$ cat src/rtl/sdram_port_arb_if.sv
// sdram_port_arb_if
//   Bundles the client-side request/grant signals and the sdram-side command
//   signals of the sdram port arbiter into one interface.
//   Modports:
//     slave  - the arbiter view: requests and sdram status in, grants,
//              read return and sdram command out.
//     master - the environment view (clients plus sdram model), mirror of slave.
//   Signals:
//     ch_en/ch_req/ch_rw [NUM_CH]   per-channel enable, level request, 1=write
//     ch_addr/ch_wdata              packed per channel, ch i at [i*W +: W]
//     ch_ack/ch_rvalid  [NUM_CH]    1-cycle pulses toward the clients
//     ch_rdata                      shared read data
//     rd_timeout                    sticky read-abort flag
//     owner             [3]         index of current/last granted channel
//     mem_addr/mem_rw/mem_wdata/mem_in_valid   command to sdram
//     mem_busy/mem_rdata/mem_out_valid         status from sdram
interface sdram_port_arb_if #(
  parameter int NUM_CH = 3,
  parameter int ADDR_W = 23,
  parameter int DATA_W = 32
);
  logic [NUM_CH-1:0]        ch_en;
  logic [NUM_CH-1:0]        ch_req;
  logic [NUM_CH-1:0]        ch_rw;
  logic [NUM_CH*ADDR_W-1:0] ch_addr;
  logic [NUM_CH*DATA_W-1:0] ch_wdata;
  logic [NUM_CH-1:0]        ch_ack;
  logic [NUM_CH-1:0]        ch_rvalid;
  logic [DATA_W-1:0]        ch_rdata;
  logic                     rd_timeout;
  logic [2:0]               owner;
  logic [ADDR_W-1:0]        mem_addr;
  logic                     mem_rw;
  logic [DATA_W-1:0]        mem_wdata;
  logic                     mem_in_valid;
  logic                     mem_busy;
  logic [DATA_W-1:0]        mem_rdata;
  logic                     mem_out_valid;

  modport slave (
    input  ch_en, ch_req, ch_rw, ch_addr, ch_wdata,
    input  mem_busy, mem_rdata, mem_out_valid,
    output ch_ack, ch_rvalid, ch_rdata, rd_timeout, owner,
    output mem_addr, mem_rw, mem_wdata, mem_in_valid
  );

  modport master (
    output ch_en, ch_req, ch_rw, ch_addr, ch_wdata,
    output mem_busy, mem_rdata, mem_out_valid,
    input  ch_ack, ch_rvalid, ch_rdata, rd_timeout, owner,
    input  mem_addr, mem_rw, mem_wdata, mem_in_valid
  );
endinterface

$ cat src/rtl/sdram_port_arb.sv
// sdram_port_arb
//   N-channel request/grant arbiter in front of the single-port sdram
//   controller. Enabled, requesting channels compete for the sdram; the winner's
//   address/rw/data are registered onto the sdram command port, the channel is
//   acknowledged, and read data is returned to it (or zero plus a sticky
//   rd_timeout flag if the sdram never answers).
//   Ports:
//     clk    - system clock
//     rst_n  - synchronous, active-low reset
//     bus    - sdram_port_arb_if.slave (client and sdram signals)
//   Configuration:
//     SDRAM_ARB_RR_EN defined   - round-robin arbitration starting after the
//                                 last winner
//     SDRAM_ARB_RR_EN undefined - fixed priority, lowest eligible index wins
module sdram_port_arb #(
  parameter int NUM_CH     = 3,
  parameter int ADDR_W     = 23,
  parameter int DATA_W     = 32,
  parameter int RD_TIMEOUT = 255
) (
  input  logic                 clk,
  input  logic                 rst_n,
  sdram_port_arb_if.slave      bus
);

  typedef enum logic [1:0] {IDLE, ISSUE, WAIT_BUSY, WAIT_RD} state_t;

  state_t              r_state;
  state_t              w_next_state;
  logic [NUM_CH-1:0]   w_eligible;
  logic                w_found;
  logic [2:0]          w_winner;
  logic [ADDR_W-1:0]   w_sel_addr;
  logic                w_sel_rw;
  logic [DATA_W-1:0]   w_sel_wdata;
  logic [NUM_CH-1:0]   w_owner_oh;
  logic                w_grant;
  logic                w_issue;
  logic                w_rd_data;
  logic                w_rd_abort;
  logic [7:0]          r_cnt;
  logic [NUM_CH-1:0]   r_ack;
  logic [NUM_CH-1:0]   r_rvalid;
  logic [DATA_W-1:0]   r_rdata;
  logic                r_timeout;
  logic [2:0]          r_owner;
  logic [ADDR_W-1:0]   r_mem_addr;
  logic                r_mem_rw;
  logic [DATA_W-1:0]   r_mem_wdata;
  logic                r_mem_in_valid;
`ifdef SDRAM_ARB_RR_EN
  logic [2:0]          r_rr_ptr;
  int                  w_dist;
  int                  w_best;
`endif

  assign w_eligible = bus.ch_req & bus.ch_en;

  // Winner selection. Round-robin ranks each eligible channel by its distance
  // past the last winner so every index is a constant loop bound.
  always_comb begin
    w_found  = 1'b0;
    w_winner = 3'd0;
`ifdef SDRAM_ARB_RR_EN
    w_best = NUM_CH;
    w_dist = 0;
    for (int i = 0; i < NUM_CH; i++) begin
      w_dist = (i + NUM_CH - 1 - int'(r_rr_ptr)) % NUM_CH;
      if (w_eligible[i] && (w_dist < w_best)) begin
        w_best   = w_dist;
        w_winner = 3'(i);
        w_found  = 1'b1;
      end
    end
`else
    for (int i = NUM_CH - 1; i >= 0; i--) begin
      if (w_eligible[i]) begin
        w_winner = 3'(i);
        w_found  = 1'b1;
      end
    end
`endif
  end

  // Pick the winning channel's command fields out of the packed buses.
  always_comb begin
    w_sel_addr  = '0;
    w_sel_rw    = 1'b0;
    w_sel_wdata = '0;
    for (int i = 0; i < NUM_CH; i++) begin
      if (w_winner == 3'(i)) begin
        w_sel_addr  = bus.ch_addr[i*ADDR_W +: ADDR_W];
        w_sel_rw    = bus.ch_rw[i];
        w_sel_wdata = bus.ch_wdata[i*DATA_W +: DATA_W];
      end
    end
  end

  always_comb begin
    w_owner_oh = '0;
    for (int i = 0; i < NUM_CH; i++) begin
      w_owner_oh[i] = (r_owner == 3'(i));
    end
  end

  always_ff @(posedge clk) begin
    if (!rst_n) r_state <= IDLE;
    else        r_state <= w_next_state;
  end

  // Next state and single-cycle control strobes. WAIT_BUSY uses r_cnt==0 to
  // skip the first cycle, where mem_busy has not yet reacted to in_valid.
  always_comb begin
    w_next_state = r_state;
    w_grant      = 1'b0;
    w_issue      = 1'b0;
    w_rd_data    = 1'b0;
    w_rd_abort   = 1'b0;
    case (r_state)
      IDLE: begin
        if (w_found && !bus.mem_busy) begin
          w_grant      = 1'b1;
          w_next_state = ISSUE;
        end
      end
      ISSUE: begin
        w_issue      = 1'b1;
        w_next_state = r_mem_rw ? WAIT_BUSY : WAIT_RD;
      end
      WAIT_BUSY: begin
        if ((r_cnt != 8'd0) && !bus.mem_busy) w_next_state = IDLE;
      end
      WAIT_RD: begin
        if (bus.mem_out_valid) begin
          w_rd_data    = 1'b1;
          w_next_state = IDLE;
        end else if ((r_cnt + 8'd1) == 8'(RD_TIMEOUT)) begin
          w_rd_abort   = 1'b1;
          w_next_state = IDLE;
        end
      end
      default: w_next_state = IDLE;
    endcase
  end

  // Registered datapath: command latch on grant, ack/in_valid pulses when
  // leaving ISSUE, read return or watchdog abort when leaving WAIT_RD.
  always_ff @(posedge clk) begin
    if (!rst_n) begin
      r_cnt          <= 8'd0;
      r_ack          <= '0;
      r_rvalid       <= '0;
      r_rdata        <= '0;
      r_timeout      <= 1'b0;
      r_owner        <= 3'd0;
      r_mem_addr     <= '0;
      r_mem_rw       <= 1'b0;
      r_mem_wdata    <= '0;
      r_mem_in_valid <= 1'b0;
    end else begin
      r_ack          <= '0;
      r_rvalid       <= '0;
      r_mem_in_valid <= 1'b0;
      if (w_grant) begin
        r_mem_addr  <= w_sel_addr;
        r_mem_rw    <= w_sel_rw;
        r_mem_wdata <= w_sel_wdata;
        r_owner     <= w_winner;
      end
      if (w_issue) begin
        r_mem_in_valid <= 1'b1;
        r_ack          <= w_owner_oh;
      end
      if (w_issue)                                    r_cnt <= 8'd0;
      else if (r_state == WAIT_BUSY && r_cnt == 8'd0) r_cnt <= 8'd1;
      else if (r_state == WAIT_RD)                    r_cnt <= r_cnt + 8'd1;
      if (w_rd_data) begin
        r_rdata  <= bus.mem_rdata;
        r_rvalid <= w_owner_oh;
      end
      if (w_rd_abort) begin
        r_rdata   <= '0;
        r_rvalid  <= w_owner_oh;
        r_timeout <= 1'b1;
      end
    end
  end

`ifdef SDRAM_ARB_RR_EN
  // Remember the last issued channel so the next search starts just after it.
  always_ff @(posedge clk) begin
    if (!rst_n)       r_rr_ptr <= 3'(NUM_CH - 1);
    else if (w_issue) r_rr_ptr <= r_owner;
  end
`endif

  assign bus.ch_ack       = r_ack;
  assign bus.ch_rvalid    = r_rvalid;
  assign bus.ch_rdata     = r_rdata;
  assign bus.rd_timeout   = r_timeout;
  assign bus.owner        = r_owner;
  assign bus.mem_addr     = r_mem_addr;
  assign bus.mem_rw       = r_mem_rw;
  assign bus.mem_wdata    = r_mem_wdata;
  assign bus.mem_in_valid = r_mem_in_valid;

endmodule

$ cat src/flat_wrapper.sv
// flat-port wrapper written by rule: the top's interface ports become plain ports
module sdram_port_arb_flat 
#(
  parameter int NUM_CH     = 3,
  parameter int ADDR_W     = 23,
  parameter int DATA_W     = 32,
  parameter int RD_TIMEOUT = 255
)
  (clk, rst_n, bus_ch_en, bus_ch_req, bus_ch_rw, bus_ch_addr, bus_ch_wdata, bus_mem_busy, bus_mem_rdata, bus_mem_out_valid, bus_ch_ack, bus_ch_rvalid, bus_ch_rdata, bus_rd_timeout, bus_owner, bus_mem_addr, bus_mem_rw, bus_mem_wdata, bus_mem_in_valid);
  sdram_port_arb_if #(.NUM_CH(NUM_CH), .ADDR_W(ADDR_W), .DATA_W(DATA_W)) bus_i ();
  input  logic clk;
  input  logic rst_n;
  input wire logic [$bits(bus_i.ch_en)-1:0] bus_ch_en;
  input wire logic [$bits(bus_i.ch_req)-1:0] bus_ch_req;
  input wire logic [$bits(bus_i.ch_rw)-1:0] bus_ch_rw;
  input wire logic [$bits(bus_i.ch_addr)-1:0] bus_ch_addr;
  input wire logic [$bits(bus_i.ch_wdata)-1:0] bus_ch_wdata;
  input wire logic [$bits(bus_i.mem_busy)-1:0] bus_mem_busy;
  input wire logic [$bits(bus_i.mem_rdata)-1:0] bus_mem_rdata;
  input wire logic [$bits(bus_i.mem_out_valid)-1:0] bus_mem_out_valid;
  output wire logic [$bits(bus_i.ch_ack)-1:0] bus_ch_ack;
  output wire logic [$bits(bus_i.ch_rvalid)-1:0] bus_ch_rvalid;
  output wire logic [$bits(bus_i.ch_rdata)-1:0] bus_ch_rdata;
  output wire logic [$bits(bus_i.rd_timeout)-1:0] bus_rd_timeout;
  output wire logic [$bits(bus_i.owner)-1:0] bus_owner;
  output wire logic [$bits(bus_i.mem_addr)-1:0] bus_mem_addr;
  output wire logic [$bits(bus_i.mem_rw)-1:0] bus_mem_rw;
  output wire logic [$bits(bus_i.mem_wdata)-1:0] bus_mem_wdata;
  output wire logic [$bits(bus_i.mem_in_valid)-1:0] bus_mem_in_valid;
  assign bus_i.ch_en = bus_ch_en;
  assign bus_i.ch_req = bus_ch_req;
  assign bus_i.ch_rw = bus_ch_rw;
  assign bus_i.ch_addr = bus_ch_addr;
  assign bus_i.ch_wdata = bus_ch_wdata;
  assign bus_i.mem_busy = bus_mem_busy;
  assign bus_i.mem_rdata = bus_mem_rdata;
  assign bus_i.mem_out_valid = bus_mem_out_valid;
  assign bus_ch_ack = bus_i.ch_ack;
  assign bus_ch_rvalid = bus_i.ch_rvalid;
  assign bus_ch_rdata = bus_i.ch_rdata;
  assign bus_rd_timeout = bus_i.rd_timeout;
  assign bus_owner = bus_i.owner;
  assign bus_mem_addr = bus_i.mem_addr;
  assign bus_mem_rw = bus_i.mem_rw;
  assign bus_mem_wdata = bus_i.mem_wdata;
  assign bus_mem_in_valid = bus_i.mem_in_valid;
  sdram_port_arb #(.NUM_CH(NUM_CH), .ADDR_W(ADDR_W), .DATA_W(DATA_W), .RD_TIMEOUT(RD_TIMEOUT)) u_core (.clk(clk), .rst_n(rst_n), .bus(bus_i));
endmodule
$ cat config.mk
export PLATFORM = sky130hd
export DESIGN_NAME = sdram_port_arb_flat
export DESIGN_NICKNAME = d
export VERILOG_FILES = /design/src/rtl/sdram_port_arb_if.sv /design/src/rtl/sdram_port_arb.sv /design/src/flat_wrapper.sv
export SDC_FILE = /design/constraint.sdc
export NUM_CORES = 1
export LEC_CHECK = 0
export ABC_AREA = 1
export BUFFER_PORTS_ARGS = -buffer_cell sky130_fd_sc_hd__buf_4
export CORE_AREA = 2 2 119 121
export CTS_BUF_LIST = sky130_fd_sc_hd__clkbuf_16
export CTS_CLUSTER_DIAMETER = 120
export DETAILED_ROUTE_END_ITERATION = 8
export DIE_AREA = 0 0 121 123
export GPL_ROUTABILITY_DRIVEN = 0
export PLACE_DENSITY = 0.68
export SYNTH_ARGS = -nofsm -noshare
export SYNTH_HDL_FRONTEND = slang
export SYNTH_SLANG_ARGS = --single-unit
$ cat constraint.sdc
create_clock -name clk -period 2.4 [get_ports clk]
set_input_delay 0.48 -clock clk [delete_from_list [all_inputs] [get_ports clk]]
set_output_delay 0.48 -clock clk [all_outputs]
set_load 0.05 [all_outputs]
**Yosys cells after proc, flatten, opt, wreduce, memory -nomap -nowiden**

Index checks and enable logic that the tools add are counted.

- Register bits: 109
- Input port bits: 210
- Output and inout port bits: 99

- Add/sub/neg operators: 1
- Eq/ne operators: 11
- Muxes and demuxes: 34
- Bitwise operators: 2
- Reductions and logical operators: 15

Operator list:

| operator | count |
|---|---|
| 2-to-1 mux 32 bit | 3 |
| 2-to-1 mux 23 bit | 3 |
| 2-to-1 mux 1 bit | 18 |
| 2-to-1 mux 2 bit | 7 |
| adder 8 x 1 -> 8 bit, second input constant | 1 |
| equality test 8 bit, second input constant | 1 |
| logical NOT 8 bit | 1 |
| one-hot mux 2 bit (4 select lines) | 1 |
| nonzero test 8 bit | 1 |
| equality test 2 bit, second input constant | 3 |
| logical NOT 3 bit | 2 |
| 2-to-1 mux 3 bit | 2 |
| equality test 2 x 1 -> 1 bit, second input constant | 2 |
| inequality test 2 x 1 -> 1 bit, second input constant | 2 |
| OR reduction 2 bit | 2 |
| bitwise AND 3 bit | 1 |
| equality test 3 x 1 -> 1 bit, second input constant | 1 |
| equality test 3 x 2 -> 1 bit, second input constant | 1 |
| logical AND 1 bit | 3 |
| inequality test 3 x 2 -> 1 bit, second input constant | 1 |
| AND reduction 3 bit | 1 |
| OR reduction 3 bit | 1 |
| logical NOT 2 bit | 1 |
| AND reduction 2 bit | 1 |
| 3 further kinds | 3 |

**Longest topological paths before layout**

- Depth after elaboration: 8
- Gate-level depth with buffers: 12
- Depth with buffers taken out: 12

**Least setup slack after synthesis**

OpenSTA, ideal clock, no wires.

- Path kind: reg-to-reg
- Start point: register u_core.r_cnt[1]
- End point: register u_core.r_rdata[0] (netlist: u_core.bus.ch_rdata[0])
- Setup time: 116 ps
- Data arrival time: 1433 ps
- Required time: 2284 ps
- Slack: 851 ps
- Cell stages (with the launch flop): 10
- Clock period less this slack: 1549 ps
- Path through: dfxtp_1 -> ha_1 -> nand3_1 -> o21bai_1 -> nand2_1 -> nor2_4 -> nand3_4 -> nand2_8 -> buf_12 -> a21oi_2

- Longest elaborated chain between the ends: 6

Ends and longest elaborated chain:

| item | RTL line | text |
|---|---|---|
| start: declaration | sdram_port_arb.sv:41 | `logic [7:0] r_cnt;` |
| start signal: assignment | sdram_port_arb.sv:176 | `else if (r_state == WAIT_RD) r_cnt <= r_cnt + 8'd1;` |
| adder 8 x 1 -> 8 bit | sdram_port_arb.sv:137 | `end else if ((r_cnt + 8'd1) == 8'(RD_TIMEOUT)) begin` |
| equality test 8 bit | sdram_port_arb.sv:137 |  |
| 2-to-1 mux 1 bit | sdram_port_arb.sv:137 |  |
| 2-to-1 mux 1 bit | sdram_port_arb.sv:134 | `if (bus.mem_out_valid) begin` |
| 2-to-1 mux 1 bit | sdram_port_arb.sv:119 | `case (r_state)` |
| OR reduction 2 bit (no source line) | n/a |  |
| end signal: assignment | sdram_port_arb.sv:178 | `r_rdata <= bus.mem_rdata;` |
| end: declaration | sdram_port_arb.sv:44 | `logic [DATA_W-1:0] r_rdata;` |

No other way between the ends.
A chain may end at the register's enable or synchronous reset.

**Worst setup path after layout**

- Start point: register u_core.r_state[0]
- End point: register u_core.r_mem_wdata[21] (netlist: u_core.bus.mem_wdata[21])

- Longest elaborated chain between the ends: 2

Ends and longest elaborated chain:

| item | RTL line | text |
|---|---|---|
| start: declaration | sdram_port_arb.sv:28 | `state_t r_state;` |
| start signal: assignment | sdram_port_arb.sv:108 | `else r_state <= w_next_state;` |
| logical NOT 2 bit | sdram_port_arb.sv:119 |  |
| 2-to-1 mux 1 bit | sdram_port_arb.sv:119 |  |
| end signal: assignment | sdram_port_arb.sv:167 | `r_mem_wdata <= w_sel_wdata;` |
| end: declaration | sdram_port_arb.sv:49 | `logic [DATA_W-1:0] r_mem_wdata;` |

No other way between the ends.

==> impl_metrics.csv <==
group,metric,value,unit
timing,slew_headroom,59.7,%
global_route,grt_pass1_vias,5088,
flow_run,maxCapViolations,0,
floorplan,chipWidth,121,µm
cells_and_area,final_nets,1145,
clock_network,cts_buffers,9,
place,dpl_worst_slack,335,ps
drt,route.met2.wl,8090,µm
drt,met1Wirelength,7240,µm
power,p_total,4.90,mW
yosys,synth_fa_ha_area_share,0.753,%
yosys,synth_compound_area_share,27.6,%
clock_network,cts-root-buf,"clkbuf_16",
drt,highest-signal-layer,"met4",
clock_network,htreeDepth,3,
setup_path,worstSetupPathType,"flip-flop to flip-flop",
timing,fmax,531,MHz
place,dpl.hpwl,13200,µm
yosys,synth-seq-cells,108,
setup_path,crit_start,"u_core.r_state[0]$_SDFFE_PN0P_",
cells_and_area,syn2layout_area_growth,53.5,%
yosys,synthMuxAreaShare,0,%
clock_network,cts.clk_slew.worst_paths,70,ps
clock_network,cts_setup_buffers,0,
global_route,antenna_found_initial,1,
global_route,grt_pass1_wl,26200,µm
timing,setup_tns,0,ps
floorplan,die_area,14900,µm²
yosys,synth_cell_types,31,
setup_path,critPathArrivalTime,2130,ps
floorplan,die_y,123,µm
global_route,grtUsageTotal,22.4,%
setup_path,r2r_start,"u_core.r_state[0]$_SDFFE_PN0P_",
setup_path,required,2650,ps
drt,totalWireLength,17300,µm
timing,rsz0062_at_grt,"no",
setup_path,path_max_fanout,38,
yosys,synth_top_family_by_area,"compound AO/OA/AOI/OAI gates",
outcome,status,"finished clean",
drt,postRouteAntennaNets,0,
timing,finalHoldViolations,0,
setup_path,end_kind,"flip-flop",
floorplan,ios,309,
timing,clock_skew,9.38,ps
power,p_leak,3.36,nW
timing,post-route-period-util,78.5,%
floorplan,core_area,13600,µm²
clock_network,cts_tree,"done",
clock_network,clock_path_buffers,2,
clock_network,cts.sinks,108,
global_route,overflow,0,
place,dp_cells,1101,
yosys,synth-warning-count,0,
yosys,synth-simple-area-share,19.4,%
drt,wl_per_cell,15.5,µm
clock_network,cts_resized,0,
cells_and_area,final_cell_mix,"buf_4, dfxtp_1, nor2_1",
drt,first_iter_violations,230,
yosys,syn_area_per_cell,7.67,µm²
yosys,synth_xor_area_share,0.176,%
yosys,syn-num-nets,863,
worst_hold_path,hp-class,"input pin to flip-flop",
timing,setup_viol_count_final,0,
cells_and_area,nFillCells,1334,
floorplan,start_util,36.6,%
power,peakVddDrop,0.347,mV
yosys,synth_seq_area_share,43.4,%
drt,vias,5496,
global_route,grt_max_degree,51,
power,power.density,641,nW/µm²
cells_and_area,drive_above_1_share,40.4,%
timing,max_slew.worst_pin.slew,604,ps
floorplan,core.rowCount,43,
drt,wl_met3,1360,µm
worst_hold_path,worstHoldStart,"bus_mem_rdata[17]",
yosys,syn_inst,650,
setup_path,worstSetupStartpointType,"flip-flop",
clock_network,clock_latency,340,ps
clock_network,cts_hold_buf,0,
timing,min_period,1880,ps
timing,drv_slew,0,
cells_and_area,final_common_cell,"buf_4",
yosys,syn_area,4990,µm²
timing,fin_ws,516,ps
place,portBuffers,307,
drt,drt-pass1-iter-count,4,
drt,via_per_inst,4.92,
drt,drc,0,
cells_and_area,fin_cells,1118,
==> flip-flops by register name, indices dropped and copies added (netlist names) <==
register	cells
u_core.bus.ch_rdata	32
u_core.bus.mem_wdata	32
u_core.bus.mem_addr	23
u_core.r_cnt	8
u_core.bus.ch_ack	3
u_core.bus.ch_rvalid	3
u_core.bus.owner	2
u_core.r_state	2
u_core.bus.mem_in_valid	1
u_core.bus.mem_rw	1
u_core.bus.rd_timeout	1
==> through the flow <==
stage / hold slack, ps / cell area, µm² / util [%]
2_1_floorplan: 498 / 4990 / -
3_3_place_gp: 443 / 7360 / 54.1
3_5_place_dp: 449 / 7360 / 54.1
4_1_cts: 407 / 7650 / 56.2
5_1_grt: 415 / 7650 / 56.2
6_report: 421 / 7650 / 56.2
==> logic make-up (layout without fill, tap and decap cells) <==
group                    after synthesis  count (layout)
AO/OA/AOI/OAI                        228             228
other                                  1               2
buffers and inverters                 85             372
XOR/XNOR                               1               1
AND/OR/NAND/NOR                      224             224
adder cells (fa/ha/maj)                3               3
flip-flops                           108             108
==> where the power goes <==
part           switching [mW]  internal (mW)  total (mW)
registers              0.0770           1.92        2.00
clock network           0.656          0.806        1.46
logic                   0.895          0.551        1.45
total                    1.63           3.28        4.90
==> cell usage after synthesis <==
master,number,share of area (%)
a211oi_1,19,2.9
a21oi_1,50,5.0
a21oi_2,30,5.3
a311oi_1,1,0.18
buf_12,3,1.2
buf_2,20,2.0
buf_4,3,0.45
buf_6,3,0.68
clkbuf_1,20,1.5
clkinv_1,1,0.075
conb_1,1,0.075
dfxtp_1,108,43
ha_1,3,0.75
inv_1,33,2.5
inv_2,2,0.15
nand2_1,75,5.6
nand2_2,3,0.38
nand2_8,1,0.40
nand3_1,43,4.3
nand3_4,1,0.35
nand3b_1,1,0.15
nand4_1,3,0.38
nor2_1,91,6.9
nor2_2,3,0.38
nor2_4,2,0.45
nor3b_1,1,0.15
o21ai_0,69,6.9
o21ai_1,2,0.20
o21bai_1,1,0.15
o22ai_1,56,7.0
xnor2_1,1,0.18
==> layout make-up <==
cell class                      instances  area, µm²  area share (%)
Sequential cell                       108       2160            28.2
Timing Repair Buffer                  320       2430            31.7
Multi-Input combinational cell        457       2410            31.5
Clock buffer                            9        225            2.94
Clock inverter                          7       67.6           0.883
Antenna cell                            1       2.50          0.0327
Tap cell                              180        225            2.94
Inverter                               36        135            1.77
==> worst paths after layout <==
| kind | endpoint | slack, ps | cells after the start |
|---|---|---|---|
| setup / recovery | u_core.bus.mem_wdata[21]$_SDFFE_PN0P_ | 520 | 8 |
| hold / removal | u_core.bus.ch_rdata[17]$_SDFFE_PP0P_ | 420 | 3 |
| setup reg to reg | u_core.bus.mem_wdata[21]$_SDFFE_PN0P_ | 520 | 8 |
| hold reg to reg | u_core.bus.rd_timeout$_SDFFE_PN0P_ | 450 | 2 |
==> critical path, cell delays in order (launching register included) <==
cell      delay [ps]
dfxtp_1          350
inv_2             70
nand2_1          110
nor2_2           160
nand2_1          100
inv_2            460
buf_4            260
nor2_1            50
a211oi_1         240
==> per-layer routing <==
| layer | global-route usage, % | vias up |
|---|---|---|
| li1 | - | 2808 |
| met5 | 0 | - |
| met4 | 9.88 | 0 |
| met3 | 5.95 | 34 |
| met2 | 36.0 | 207 |
| met1 | 28.4 | 2447 |
Power figures use the tool's default switching activity.
